===== src/rtl/spi_slave_cfg.sv =====
// Parametrised SPI slave (word width, CPOL/CPHA, bit order) with TX shadow and RX valid/ready.
// Optional: define SPI_SLV_OVERRUN_EN to drop words that arrive while rx_data is unconsumed.
module spi_slave_cfg #(
  parameter int unsigned    N           = 8,
  parameter int unsigned    CPOL        = 0,
  parameter int unsigned    CPHA        = 0,
  parameter int unsigned    LSB_FIRST   = 0,
  parameter int unsigned    SYNC_STAGES = 2,
  parameter logic [N-1:0]   TX_DEFAULT  = N'('h0A)
) (
  input  logic         clk,
  input  logic         reset,
  input  logic         SCK,
  input  logic         CS,
  input  logic         MOSI,
  output logic         MISO,
  input  logic [N-1:0] tx_data,
  input  logic         tx_load,
  output logic         tx_ready,
  output logic [N-1:0] rx_data,
  output logic         rx_valid,
  input  logic         rx_ready,
  output logic         busy,
  output logic         done,
  output logic         overrun
);

  localparam int unsigned CW       = (N > 2) ? $clog2(N) : 1;
  localparam logic [CW-1:0] LAST   = CW'(N - 1);
  localparam logic        CPOL_L   = 1'(CPOL);
  localparam logic        SAMPLE_RISE = (CPOL == CPHA);

  typedef enum logic {IDLE, ACTIVE} state_e;

  state_e                 state_q, state_d;
  logic [SYNC_STAGES-1:0] sck_sync_q, cs_sync_q, mosi_sync_q;
  logic                   sck_prev_q, cs_prev_q;
  logic [CW-1:0]          bit_cnt_q, bit_cnt_d;
  logic [N-1:0]           rx_shift_q, rx_shift_d;
  logic [N-1:0]           rx_data_q, rx_data_d;
  logic                   rx_valid_q, rx_valid_d;
  logic                   done_q, done_d;
  logic [N-1:0]           tx_shift_q, tx_shift_d;
  logic [N-1:0]           shadow_q, shadow_d;
  logic                   full_q, full_d;
  logic                   miso_q, miso_d;
  logic                   busy_q, busy_d;
  logic                   tx_ready_q, tx_ready_d;
  logic                   overrun_q, overrun_d;

  logic sck_s, cs_s, mosi_s;
  logic rise, fall, sample_edge, shift_edge, cs_fall, load_pt;
  logic [N-1:0] rx_word;

  assign sck_s       = sck_sync_q[SYNC_STAGES-1];
  assign cs_s        = cs_sync_q[SYNC_STAGES-1];
  assign mosi_s      = mosi_sync_q[SYNC_STAGES-1];
  assign rise        = sck_s & ~sck_prev_q;
  assign fall        = ~sck_s & sck_prev_q;
  assign sample_edge = SAMPLE_RISE ? rise : fall;
  assign shift_edge  = SAMPLE_RISE ? fall : rise;
  assign cs_fall     = ~cs_s & cs_prev_q;

  // State register, synchronizers and all datapath flops
  always_ff @(posedge clk) begin
    if (!reset) begin
      state_q     <= IDLE;
      sck_sync_q  <= {SYNC_STAGES{CPOL_L}};
      cs_sync_q   <= {SYNC_STAGES{1'b1}};
      mosi_sync_q <= '0;
      sck_prev_q  <= CPOL_L;
      cs_prev_q   <= 1'b1;
      bit_cnt_q   <= '0;
      rx_shift_q  <= '0;
      rx_data_q   <= '0;
      rx_valid_q  <= 1'b0;
      done_q      <= 1'b0;
      tx_shift_q  <= '0;
      shadow_q    <= '0;
      full_q      <= 1'b0;
      miso_q      <= 1'b0;
      busy_q      <= 1'b0;
      tx_ready_q  <= 1'b1;
      overrun_q   <= 1'b0;
    end else begin
      state_q     <= state_d;
      sck_sync_q  <= {sck_sync_q[SYNC_STAGES-2:0], SCK};
      cs_sync_q   <= {cs_sync_q[SYNC_STAGES-2:0], CS};
      mosi_sync_q <= {mosi_sync_q[SYNC_STAGES-2:0], MOSI};
      sck_prev_q  <= sck_s;
      cs_prev_q   <= cs_s;
      bit_cnt_q   <= bit_cnt_d;
      rx_shift_q  <= rx_shift_d;
      rx_data_q   <= rx_data_d;
      rx_valid_q  <= rx_valid_d;
      done_q      <= done_d;
      tx_shift_q  <= tx_shift_d;
      shadow_q    <= shadow_d;
      full_q      <= full_d;
      miso_q      <= miso_d;
      busy_q      <= busy_d;
      tx_ready_q  <= tx_ready_d;
      overrun_q   <= overrun_d;
    end
  end

  always_comb begin
    if (LSB_FIRST != 0) rx_word = {mosi_s, rx_shift_q[N-1:1]};
    else                rx_word = {rx_shift_q[N-2:0], mosi_s};
  end

  // Next-state logic: FSM, bit counter, RX assembly, TX load/shift, shadow handshake
  always_comb begin
    state_d    = state_q;
    bit_cnt_d  = bit_cnt_q;
    rx_shift_d = rx_shift_q;
    rx_data_d  = rx_data_q;
    rx_valid_d = rx_valid_q;
    done_d     = 1'b0;
    tx_shift_d = tx_shift_q;
    shadow_d   = shadow_q;
    full_d     = full_q;
    overrun_d  = overrun_q;
    load_pt    = 1'b0;

    if (rx_valid_q && rx_ready) rx_valid_d = 1'b0;

    case (state_q)
      IDLE: begin
        bit_cnt_d = '0;
        if (cs_fall) begin
          state_d = ACTIVE;
          load_pt = (CPHA == 0);
        end
      end
      ACTIVE: begin
        if (cs_s) begin
          state_d   = IDLE;
          bit_cnt_d = '0;
        end else begin
          if (sample_edge) begin
            rx_shift_d = rx_word;
            bit_cnt_d  = (bit_cnt_q == LAST) ? '0 : bit_cnt_q + CW'(1);
            if (bit_cnt_q == LAST) begin
              done_d = 1'b1;
`ifdef SPI_SLV_OVERRUN_EN
              if (rx_valid_q && !rx_ready) begin
                overrun_d = 1'b1;
              end else begin
                rx_data_d  = rx_word;
                rx_valid_d = 1'b1;
              end
`else
              rx_data_d  = rx_word;
              rx_valid_d = 1'b1;
`endif
            end
          end
          if (shift_edge) begin
            if (bit_cnt_q == '0)     load_pt    = 1'b1;
            else if (LSB_FIRST != 0) tx_shift_d = {1'b0, tx_shift_q[N-1:1]};
            else                     tx_shift_d = {tx_shift_q[N-2:0], 1'b0};
          end
        end
      end
      default: state_d = IDLE;
    endcase

    if (load_pt) begin
      if (full_q) begin
        tx_shift_d = shadow_q;
        full_d     = 1'b0;
      end else begin
        tx_shift_d = TX_DEFAULT;
      end
    end

    // A load arriving on an empty-shadow load point stays queued for the next word
    if (tx_load && !full_q) begin
      shadow_d = tx_data;
      full_d   = 1'b1;
    end

    busy_d     = (state_d == ACTIVE);
    tx_ready_d = !full_d;
    if (state_d == ACTIVE) miso_d = (LSB_FIRST != 0) ? tx_shift_d[0] : tx_shift_d[N-1];
    else                   miso_d = 1'b0;
  end

  assign MISO     = miso_q;
  assign tx_ready = tx_ready_q;
  assign rx_data  = rx_data_q;
  assign rx_valid = rx_valid_q;
  assign busy     = busy_q;
  assign done     = done_q;
`ifdef SPI_SLV_OVERRUN_EN
  assign overrun  = overrun_q;
`else
  assign overrun  = 1'b0;
`endif

endmodule


===== config.mk =====
export PLATFORM = sky130hd
export DESIGN_NAME = spi_slave_cfg
export DESIGN_NICKNAME = d
export VERILOG_FILES = /design/src/rtl/spi_slave_cfg.sv
export SDC_FILE = /design/constraint.sdc
export NUM_CORES = 1
export LEC_CHECK = 0
export ABC_CLOCK_PERIOD_IN_PS = 2050
export CAP_MARGIN = 15
export CORE_MARGIN = 5
export CORE_UTILIZATION = 55
export DETAILED_ROUTE_END_ITERATION = 6
export MAX_ROUTING_LAYER = met4
export PLACE_DENSITY = 0.81
export RECOVER_POWER = 50
export SLEW_MARGIN = 20
export SYNTH_ARGS = -nofsm -noshare
export SYNTH_HDL_FRONTEND = slang
export SYNTH_SLANG_ARGS = --single-unit

===== constraint.sdc =====
create_clock -name clk -period 2.05 [get_ports clk]
set_input_delay 0.205 -clock clk [delete_from_list [all_inputs] [get_ports clk]]
set_output_delay 0.205 -clock clk [all_outputs]
set_load 0.01 [all_outputs]

== Word level (Yosys, flattened, before mapping) ==
Index checks and enable logic that the tools add are counted.

* Multiplexer cells: 25
* Bitwise gates (word level): 9
* Reduce and logical (&&, ||, !) cells: 12
* $add $sub $neg: 1
* Equality and inequality tests: 4

{| class="wikitable"
|+ Operator list
! operator !! count
|-
| 8-bit 2-to-1 mux || 6
|-
| 1-bit 2-to-1 mux || 13
|-
| 3-bit 2-to-1 mux || 3
|-
| 4-bit AND reduction || 2
|-
| 1-bit inverter || 6
|-
| 3-bit one-hot mux with 2 select lines || 1
|-
| 1-bit one-hot mux with 2 select lines || 2
|-
| 2-bit nonzero test || 2
|-
| 4-bit OR reduction || 1
|-
| 3-bit by 1-bit adder with 3-bit output, second input constant || 1
|-
| 1-bit bitwise AND || 3
|-
| 3-bit == test, second input constant || 1
|-
| 3-bit zero test || 1
|-
| 3-bit by 2-bit != test with 1-bit output, second input constant || 1
|-
| 3-bit AND reduction || 1
|-
| 1-bit logical AND || 2
|-
| 1-bit zero test || 2
|-
| 2-bit by 1-bit != test with 1-bit output, second input constant || 1
|-
| 2-bit != test, second input constant || 1
|-
| 2-bit AND reduction || 1
|}

* Word-level logic and storage cells: 68
* Output and inout port bits: 14
* Register bits after elaboration: 48
* Input port bits: 15

== Logic depth before layout (Yosys ltp) ==
Gate-level depths: netlist of the first run.

* Depth in word-level cells: 8
* Mapped depth: 6
* Depth with buffers taken out: 6

== Worst setup path after synthesis of the first run ==
OpenSTA, ideal clock, no wires.

* Path type: reg-to-reg
* Start point: reg, netlist name busy
* End point: reg tx_shift_q[6]
* Path slack: 0.630 ns
* Path buffers: 1
* Stages on the path, launching flop included: 6
* Clock period less this slack: 1.420 ns
* Arrival: 1.294 ns
* Data required time: 1.924 ns
* Library setup time: 0.126 ns
* Path through: dfxtp_1 or3b_4 and2_4 buf_6 a221oi_1 nor3b_1

{| class="wikitable"
|+ RTL lines
! element !! line !! RTL
|-
| end signal, assigned || 97 || <nowiki>tx_shift_q <= tx_shift_d;</nowiki>
|-
| end, declared || 43 || <nowiki>logic [N-1:0] tx_shift_q, tx_shift_d;</nowiki>
|}

==> metrics.txt, run 1 <==
WL met3 155 um; Critical Path AT 1870 ps; CTS Hold Bufs 0; Syn Inst Count 189; setup violators final 0; gp weighted congestion 0.7526; type of the worst setup path flip-flop to flip-flop; DRT antenna net count 0; last element of the critical path rx_data[3]; Design Area, Final 0.002223 mm2; Vias/cell 5.160; reg2reg setup slack 430 ps; unrepaired setup endpoints after global routing false; syn_nets 207; sequential share of the synthesized area 51.44%; drt first-iter violations 72; clock latency on the worst-skew pair 360 ps; WL final 3364 um; DR vias 1357; GRT Overall Usage 17.26%; placed cell count 255; Worst Tran Pin Value 782.7 ps; # resized after CTS 0; Syn Area/Cell 9.884 um2; outcome finished clean; R2R Path End rx_data[3]; die width 68.28 um; source of the critical timing path busy; vias in the first global route 1335; Worst Setup Start Kind flip-flop; Final Hold Slack 406.4 ps; Final nets 234; largest net degree at the start of global routing 19; Finished Layout Cells 263; Seq cells post-synth 48; Final Hold Vio Count 0; Ports 29; CTS Buf Count 5; Mapped Area 0.001868 mm2; DRT met1 WL 1565 um; core footprint 0.003311 mm2; drt wl/cell 12.79 um; Top Layer Used met4; clock root buffer clkbuf_4; Final min period 1616 ps; IO buf count 27; setup TNS 0 ps; Worst path max stage delay 740 ps; Power Density 731.3 mW/mm2; TritonCTS clock tree yes; Max transition margin 47.82%; share of post-route cells with drive strength above 1 5.991%; # Max-Cap Violations 0; Crit path required time 2310 ps; Die H 68.28 um; Clock Pin Slew Worst Setup and Hold Paths 130 ps; setup bufs post-CTS 0; synth warn 0; met2 WL 1580 um; dpl hpwl 2518 um; die area 0.004662 mm2; Worst Path Max Fanout 17; Starting Density 56.42%; final core occ 67.16%; global-route wire length before repair 5796 um; leakage 0.8379 nW; Residual DRC 0; final worst slack 434.1 ps; hold crit path type input port to flip-flop; FF-to-FF path depth 4; Achievable Freq 618.8 MHz; Fin Clk Skew 8.007 ps; pre-CTS WS 463.3 ps; Critical Path End Type flip-flop; TritonCTS Sinks 48; RR Startpoint busy; Pins Over Slew Limit 0; Cell Area, Placed 0.002157 mm2; antenna violations before repair 0; GRT Residual Overflow 0; synth-to-layout area growth 19.02%; peak supply drop 609.3 uV; critical-path cell list and4bb_1 -> nand2_4 -> nand2_1 -> a21boi_0; ANT cells 0; Final Power 1.626 mW; Initial DRT Pass Iterations 4; H-tree levels 2; Tcrit/Tclk final 78.82%; Site Rows 21; Synth cell types 33; Max Root-Sink Buffers 2; Slowest-stage cell, CP and4bb_1
-- cells in the mapped netlist --
library cell	count	share of area, %
a21boi_0	1	0.40
a21boi_1	8	3.2
a21oi_1	8	2.1
a221oi_1	4	1.9
and2_1	5	1.7
and2_4	1	0.47
and3_1	1	0.34
and4bb_2	1	0.67
buf_2	1	0.27
buf_4	2	0.80
buf_6	2	1.2
clkbuf_1	5	1.0
conb_1	1	0.20
dfxtp_1	48	51
ha_1	3	2.0
inv_1	4	0.80
mux2i_1	15	8.0
nand2_1	14	2.8
nand2_4	1	0.60
nand2b_1	4	1.3
nand2b_2	1	0.47
nand3_1	11	2.9
nand3b_1	1	0.40
nand4bb_1	1	0.60
nor2_1	9	1.8
nor2b_1	18	6.0
nor3_1	1	0.27
nor3b_1	4	1.6
o21ai_0	8	2.1
o21ai_2	1	0.47
o22ai_1	3	1.0
or2_2	1	0.34
or3b_4	1	0.60
-- flip-flops by register name (all words and copies together) (netlist names) --
name,count
rx_shift_q,7
sck_sync_q,2
done,1
rx_valid,1
rx_data,8
MISO,1
cs_sync_q,2
shadow_q,8
mosi_sync_q,2
sck_prev_q,1
busy,1
cs_prev_q,1
full_q,1
bit_cnt_q,3
tx_shift_q,8
tx_ready,1
-- critical path: cells and delay by family (launching register included) --
family,cells,cell delay (ps)
AOI/OAI and AO/OA,1,80
DFF,1,430
and+or+nand+nor,3,1010
-- cells by family (layout without fill, tap and decap cells) --
logic type,after synthesis,after routing,synth area share [%]
AO/OA/AOI/OAI,33,33,11.25
adder cells (fa/ha/maj),3,3,2.010
buffers and inverters,14,42,4.085
flip-flops,48,48,51.44
multiplexers,15,15,8.037
other,1,1,0.2007
AND/OR/NAND/NOR,75,75,22.97
-- layout make-up --
| type | count | area, um2 |
|---|---|---|
| Fill cell | 285 | 1087 |
| Sequential cell | 48 | 960.9 |
| Multi-Input combinational cell | 127 | 828.3 |
| Timing Repair Buffer | 30 | 285.3 |
| Tap cell | 46 | 57.56 |
| Clock buffer | 6 | 41.29 |
| Clock inverter | 2 | 35.03 |
| Inverter | 4 | 15.01 |
-- cells in the final DEF, fill, tap and decap left out, types with 2 or more instances in the layout --
| cell type | count |
|---|---|
| a221oi_1 | 4 |
| o22ai_1 | 3 |
| dfxtp_1 | 48 |
| nor3b_1 | 4 |
| nor2_1 | 9 |
| a21boi_1 | 8 |
| ha_1 | 3 |
| clkbuf_4 | 5 |
| inv_1 | 4 |
| nand2b_1 | 4 |
| clkdlybuf4s50_1 | 24 |
| nand3_1 | 11 |
| and2_0 | 2 |
| nor2b_1 | 18 |
| and2_1 | 3 |
| nand2_1 | 14 |
| o21ai_0 | 8 |
| mux2i_1 | 15 |
| a21oi_1 | 8 |
| clkbuf_1 | 3 |
| dlygate4sd3_1 | 3 |
-- per-layer routing --
layer  global-route usage (%)  vias to the layer above
li1                         -                      693
met2                    26.71                       26
met3                    3.941                        6
met5                        -                        -
met4                    8.189                        0
met1                    21.22                      632
-- worst min-delay path by stage --
| stage | slack [ps] | depth (start not counted) | endpoint | startpoint |
|---|---|---|---|---|
| finish | 410 | 2 | cs_sync_q[0] | CS |
| floorplan | 280 | 1 | cs_sync_q[1] | reset |
| detailed placement | 390 | 1 | cs_sync_q[1] | cs_sync_q[0] |
| global placement | 400 | 1 | cs_sync_q[1] | cs_sync_q[0] |
| global route | 410 | 2 | cs_sync_q[0] | CS |
| CTS | 390 | 2 | cs_sync_q[0] | CS |
-- power by group --
part	internal, mW	switching [mW]	total [mW]
registers	0.959	0.0156	0.974
logic	0.0646	0.0485	0.113
clock network	0.256	0.283	0.539
total	1.28	0.347	1.63
No activity file was read; power rests on OpenSTA's default activity.
==> run 2, diff against run 1 <==
ABC_CLOCK_PERIOD_IN_PS = 1300   (was 2050)
CORE_UTILIZATION = 47   (was 55)
PLACE_DENSITY = 0.74   (was 0.81)
clock period = 1.3 ns   (was 2.05 ns; I/O delays follow)
==> metrics.txt, run 2 (synthesized netlist as in run 1, its figures left out) <==
IO buf count 27 (unchanged); # Max-Cap Violations 0 (unchanged); peak supply drop 910.0 uV (was 609.3 uV); dpl hpwl 2414 um (was 2518 um); die width 73.05 um (was 68.28 um); Achievable Freq 712.1 MHz (was 618.8 MHz); Ports 29 (unchanged); global-route wire length before repair 6016 um (was 5796 um); final worst slack -104.3 ps (was 434.1 ps); Die H 73.05 um (was 68.28 um); Final Hold Slack 397.9 ps (was 406.4 ps); Final nets 253 (was 234); clock root buffer clkbuf_8 (was clkbuf_4); WL final 4036 um (was 3364 um); largest net degree at the start of global routing 20 (was 19); share of post-route cells with drive strength above 1 26.69% (was 5.991%); most frequent cells in the layout 43 x dfxtp_1, 17 x nor2b_1, 15 x buf_4 (was 48 x dfxtp_1, 24 x clkdlybuf4s50_1, 18 x nor2b_1); setup violators final 13 (was 0); Initial DRT Pass Iterations 4 (unchanged); clock latency on the worst-skew pair 300 ps (was 360 ps); DR vias 1460 (was 1357); Fin Clk Skew 4.858 ps (was 8.007 ps); Vias/cell 5.105 (was 5.160); TritonCTS Sinks 48 (unchanged); outcome complete, but fails checks (was finished clean); commonest non-fill, non-tap cell in the layout dfxtp_1 (unchanged); Power Density 1074 mW/mm2 (was 731.3 mW/mm2); H-tree levels 2 (unchanged); Critical Path End Type flip-flop (unchanged); ANT cells 0 (unchanged); Starting Density 47.73% (was 56.42%); Pins Over Slew Limit 0 (unchanged); Residual DRC 0 (unchanged); TritonCTS clock tree yes (unchanged); drt first-iter violations 69 (was 72); die area 0.005336 mm2 (was 0.004662 mm2); Final Hold Vio Count 0 (unchanged); Critical Path AT 1600 ps (was 1870 ps); CTS Buf Count 5 (unchanged); final core occ 66.98% (was 67.16%); leakage 1.007 nW (was 0.8379 nW); vias in the first global route 1373 (was 1335); Final min period 1404 ps (was 1616 ps); antenna violations before repair 0 (unchanged); Max Root-Sink Buffers 2 (unchanged); GRT Overall Usage 14.96% (was 17.26%); GRT Residual Overflow 0 (unchanged); core footprint 0.003914 mm2 (was 0.003311 mm2); hold crit path type input port to flip-flop (unchanged); Clock Pin Slew Worst Setup and Hold Paths 90 ps (was 130 ps); gp weighted congestion 0.7518 (was 0.7526); DRT antenna net count 0 (unchanged); type of the worst setup path flip-flop to flip-flop (unchanged); Fillers 327 (was 285); synth-to-layout area growth 40.32% (was 19.02%); Crit path required time 1500 ps (was 2310 ps); violated checks setup timing; unrepaired setup endpoints after global routing true (was false); Tcrit/Tclk final 108.0% (was 78.82%); drt wl/cell 14.11 um (was 12.79 um); pre-CTS WS -133.9 ps (was 463.3 ps); Worst Setup Start Kind flip-flop (unchanged); Worst Path Max Fanout 6 (was 17); CTS Hold Bufs 0 (unchanged); Site Rows 23 (was 21)
run 2: cell count changes in the layout (fill, tap and decap cells not counted), moves of 3 or more:
cell / before / now
buf_4: 1 / 15
clkdlybuf4s50_1: 24 / 13
dlygate4sd2_1: 0 / 10
clkbuf_8: 0 / 5
dfxtp_1: 48 / 43
dfxtp_2: 0 / 5
a221oi_1: 4 / 0
a221oi_2: 0 / 4
clkbuf_4: 5 / 1
nand3_1: 11 / 7
clkdlybuf4s25_1: 0 / 3
nand2_1: 14 / 11
nand2_2: 0 / 3
run 2: critical path: stages, from the launching register on:
cell and delay [ps]:
dfxtp_2 330, buf_4 140, and4bb_4 370, buf_12 160, mux2i_2 230, nor2b_1 60
run 2: layout make-up:
type,instances,area (um2),share of cell area (%)
clock buffers,5,68.82,2.625
clock inverters,3,42.54,1.623
inverters,4,15.01,0.5728
multi-input cells,128,993.5,37.90
flip-flops and latches,48,967.2,36.90
well taps,50,62.56,2.387
repair buffers,48,471.7,18.00
run 2: final timing paths:
path                      from            end  slack, ps  cells past startpoint
setup / recovery  cs_sync_q[1]  rx_shift_q[1]       -100                      5
hold / removal              CS   cs_sync_q[0]        400                      2
setup reg to reg  cs_sync_q[1]  rx_shift_q[1]       -100                      5
hold reg to reg   cs_sync_q[0]   cs_sync_q[1]        420                      1
run 2: where the power goes:
group / leakage, nW / total [mW] / switching, mW / internal [mW]
registers: 0.392 / 1.54 / 0.0253 / 1.51
logic: 0.561 / 0.216 / 0.0922 / 0.124
clock network: 0.0541 / 1.06 / 0.494 / 0.569
total: 1.01 / 2.81 / 0.611 / 2.20
run 2: timing repair:
| item | CTS | global route |
|---|---|---|
| setup endpoints to repair | 33 | 31 |
| endpoints found under the hold margin | 0 | 0 |
| pin swaps | 7 | 14 |
| buffers inserted | 1 | 5 |
| cloned | 0 | 3 |
| resized for setup | 19 | 27 |
run 2: stage by stage:
step	TNS, ps	std cells	instance area (um2)	power [mW]
final	-519.2	286	2621	2.815
after global placement	-463.1	269	2278	1.768
after floorplan	-284.7	189	1898	1.683
after detailed placement	-1245	269	2278	1.772
after CTS	-281.4	278	2407	2.841
after global routing	-1843	286	2621	2.943
run 2: per-layer routing:
layer / share of wire, % / track usage, % / wire length (um) / up-vias
met5: 0 / - / 0 / -
li1: - / - / - / 736
met1: 43 / 17.88 / 1749 / 692
met2: 51 / 23.63 / 2078 / 25
met3: 3.9 / 3.857 / 156 / 7
met4: 1.3 / 6.557 / 52 / 0
==> run 3, diff against run 2 <==
GPL_TIMING_DRIVEN = 0   (was not set)
TNS_END_PERCENT = 5   (was not set)
==> metrics.txt, run 3 (synthesized netlist as in run 1, its figures left out) <==
setup TNS -208.7 ps (was -519.2 ps); Crit path required time 1480 ps (was 1500 ps); Power Density 1148 mW/mm2 (was 1074 mW/mm2); largest net degree at the start of global routing 16 (was 20); violated checks setup timing (unchanged); commonest non-fill, non-tap cell in the layout dfxtp_1 (unchanged); Fillers 356 (was 327); unrepaired setup endpoints after global routing true (unchanged); Critical Path AT 1560 ps (was 1600 ps); global-route wire length before repair 5947 um (was 6016 um); Fin Clk Skew 6.335 ps (was 4.858 ps); Critical Path End Type flip-flop (unchanged); critical-path cell list or3b_4 -> and2_4 -> a221oi_2 -> nor3b_2 (was buf_4 -> and4bb_4 -> buf_12 -> mux2i_2 -> nor2b_1); Worst path max stage delay 440 ps (was 370 ps); TritonCTS clock tree yes (unchanged); IO buf count 27 (unchanged); GRT Overall Usage 14.99% (was 14.96%); FF-to-FF path depth 4 (was 5); CTS Hold Bufs 0 (unchanged); Initial DRT Pass Iterations 4 (unchanged); core footprint 0.003914 mm2 (unchanged); WHS Path Cells 2 (unchanged); Final min period 1381 ps (was 1404 ps); Final Hold Slack 390.8 ps (was 397.9 ps); DR vias 1379 (was 1460); Design Area, Final 0.002439 mm2 (was 0.002621 mm2); peak supply drop 855.1 uV (was 910.0 uV); Max Root-Sink Buffers 2 (unchanged); GRT Residual Overflow 0 (unchanged); clock root buffer clkbuf_8 (unchanged); WL final 3515 um (was 4036 um); vias in the first global route 1284 (was 1373); share of post-route cells with drive strength above 1 18.58% (was 26.69%); # Max-Cap Violations 0 (unchanged); leakage 0.9686 nW (was 1.007 nW); dpl hpwl 2452 um (was 2414 um); Pins Over Slew Limit 0 (unchanged); setup violators final 9 (was 13); Cell Area, Placed 0.002230 mm2 (was 0.002278 mm2); CTS Buf Count 5 (unchanged); Ports 29 (unchanged); Final Hold Vio Count 0 (unchanged); Site Rows 23 (unchanged); pre-CTS WS -209.1 ps (was -133.9 ps); Die H 73.05 um (unchanged); Final nets 243 (was 253); antenna violations before repair 0 (unchanged); storage element area 970.9 um2 (was 967.2 um2); Clock Pin Slew Worst Setup and Hold Paths 80 ps (was 90 ps); die width 73.05 um (unchanged); Worst Path Max Fanout 7 (was 6); Slowest-stage cell, CP or3b_4 (was and4bb_4); area of the multi-input gates 930.9 um2 (was 993.5 um2); TritonCTS Sinks 48 (unchanged); most frequent cells in the layout 42 x dfxtp_1, 17 x nor2b_1, 17 x clkdlybuf4s50_1 (was 43 x dfxtp_1, 17 x nor2b_1, 15 x buf_4); Tcrit/Tclk final 106.2% (was 108.0%); die area 0.005336 mm2 (unchanged); Vias/cell 4.996 (was 5.105); Starting Density 47.73% (unchanged); Residual DRC 0 (unchanged); drt wl/cell 12.74 um (was 14.11 um); outcome complete, but fails checks (unchanged); clock latency on the worst-skew pair 300 ps (about the same); Worst Setup Start Kind flip-flop (unchanged); type of the worst setup path flip-flop to flip-flop (unchanged); final worst slack -80.85 ps (was -104.3 ps); DRT antenna net count 0 (unchanged); gp weighted congestion 0.7482 (was 0.7518); Achievable Freq 724.2 MHz (was 712.1 MHz); drt first-iter violations 50 (was 69); synth-to-layout area growth 30.54% (was 40.32%); H-tree levels 2 (unchanged); hold crit path type input port to flip-flop (unchanged); ANT cells 0 (unchanged)
-- run 3: cell types whose count changed in the layout (fill, tap and decap cells not counted), sizes merged --
| cell | change |
|---|---|
| buf | -10 |
| clkbuf | +1 |
| clkdlybuf4s25 | -3 |
| clkdlybuf4s50 | +4 |
| dlygate4sd3 | -1 |
| nand2 | -1 |
-- run 3: path summary, 6_finish.rpt --
| check | startpoint | to | slack [ps] |
|---|---|---|---|
| setup / recovery | cs_sync_q[1] | tx_shift_q[6] | -80 |
| hold / removal | CS | cs_sync_q[0] | 390 |
| setup reg to reg | cs_sync_q[1] | tx_shift_q[6] | -80 |
| hold reg to reg | cs_sync_q[0] | cs_sync_q[1] | 420 |
-- run 3: metrics by stage --
stage,power [mW],cells,utilization [%]
after floorplan,1.683,189,-
final,2.799,276,62.31
after global placement,1.763,266,56.97
after detailed placement,1.766,266,56.97
after CTS,2.814,275,60.97
after global routing,2.916,276,62.31
-- run 3: final cells by class --
type	instances	share of cell area (%)
buffer	9	2.771
clock buffer	5	2.822
inverter	4	0.6157
sequential	48	39.82
timing repair buffer	30	11.49
multi-input combinational	127	38.17
tap	50	2.565
clock inverter	3	1.744
-- run 3: worst max-delay path: cells and delay by family (launching register included) --
kind | cells | cell delay [ps]
AND/OR/NAND/NOR | 3 | 700
flip-flops | 1 | 350
AO/OA/AOI/OAI | 1 | 220
-- run 3: layer usage --
metal / share of wire [%] / wire (um) / GRT usage, %
met1: 48 / 1691 / 19.45
met4: 1.2 / 41 / 7.172
met2: 46 / 1632 / 21.75
met5: 0 / 0 / -
met3: 4.2 / 149 / 3.719
-- run 3: where the power goes --
group          internal [mW]  switching, mW
Combinational          0.116         0.0898
Sequential              1.51         0.0266
Clock                  0.569          0.488
-- run 3: what timing repair did --
action / CTS / global route
pin swaps: 6 / 4
gates resized for setup: 24 / 11
buffers inserted: 2 / 1
setup endpoints to repair: 31 / 24
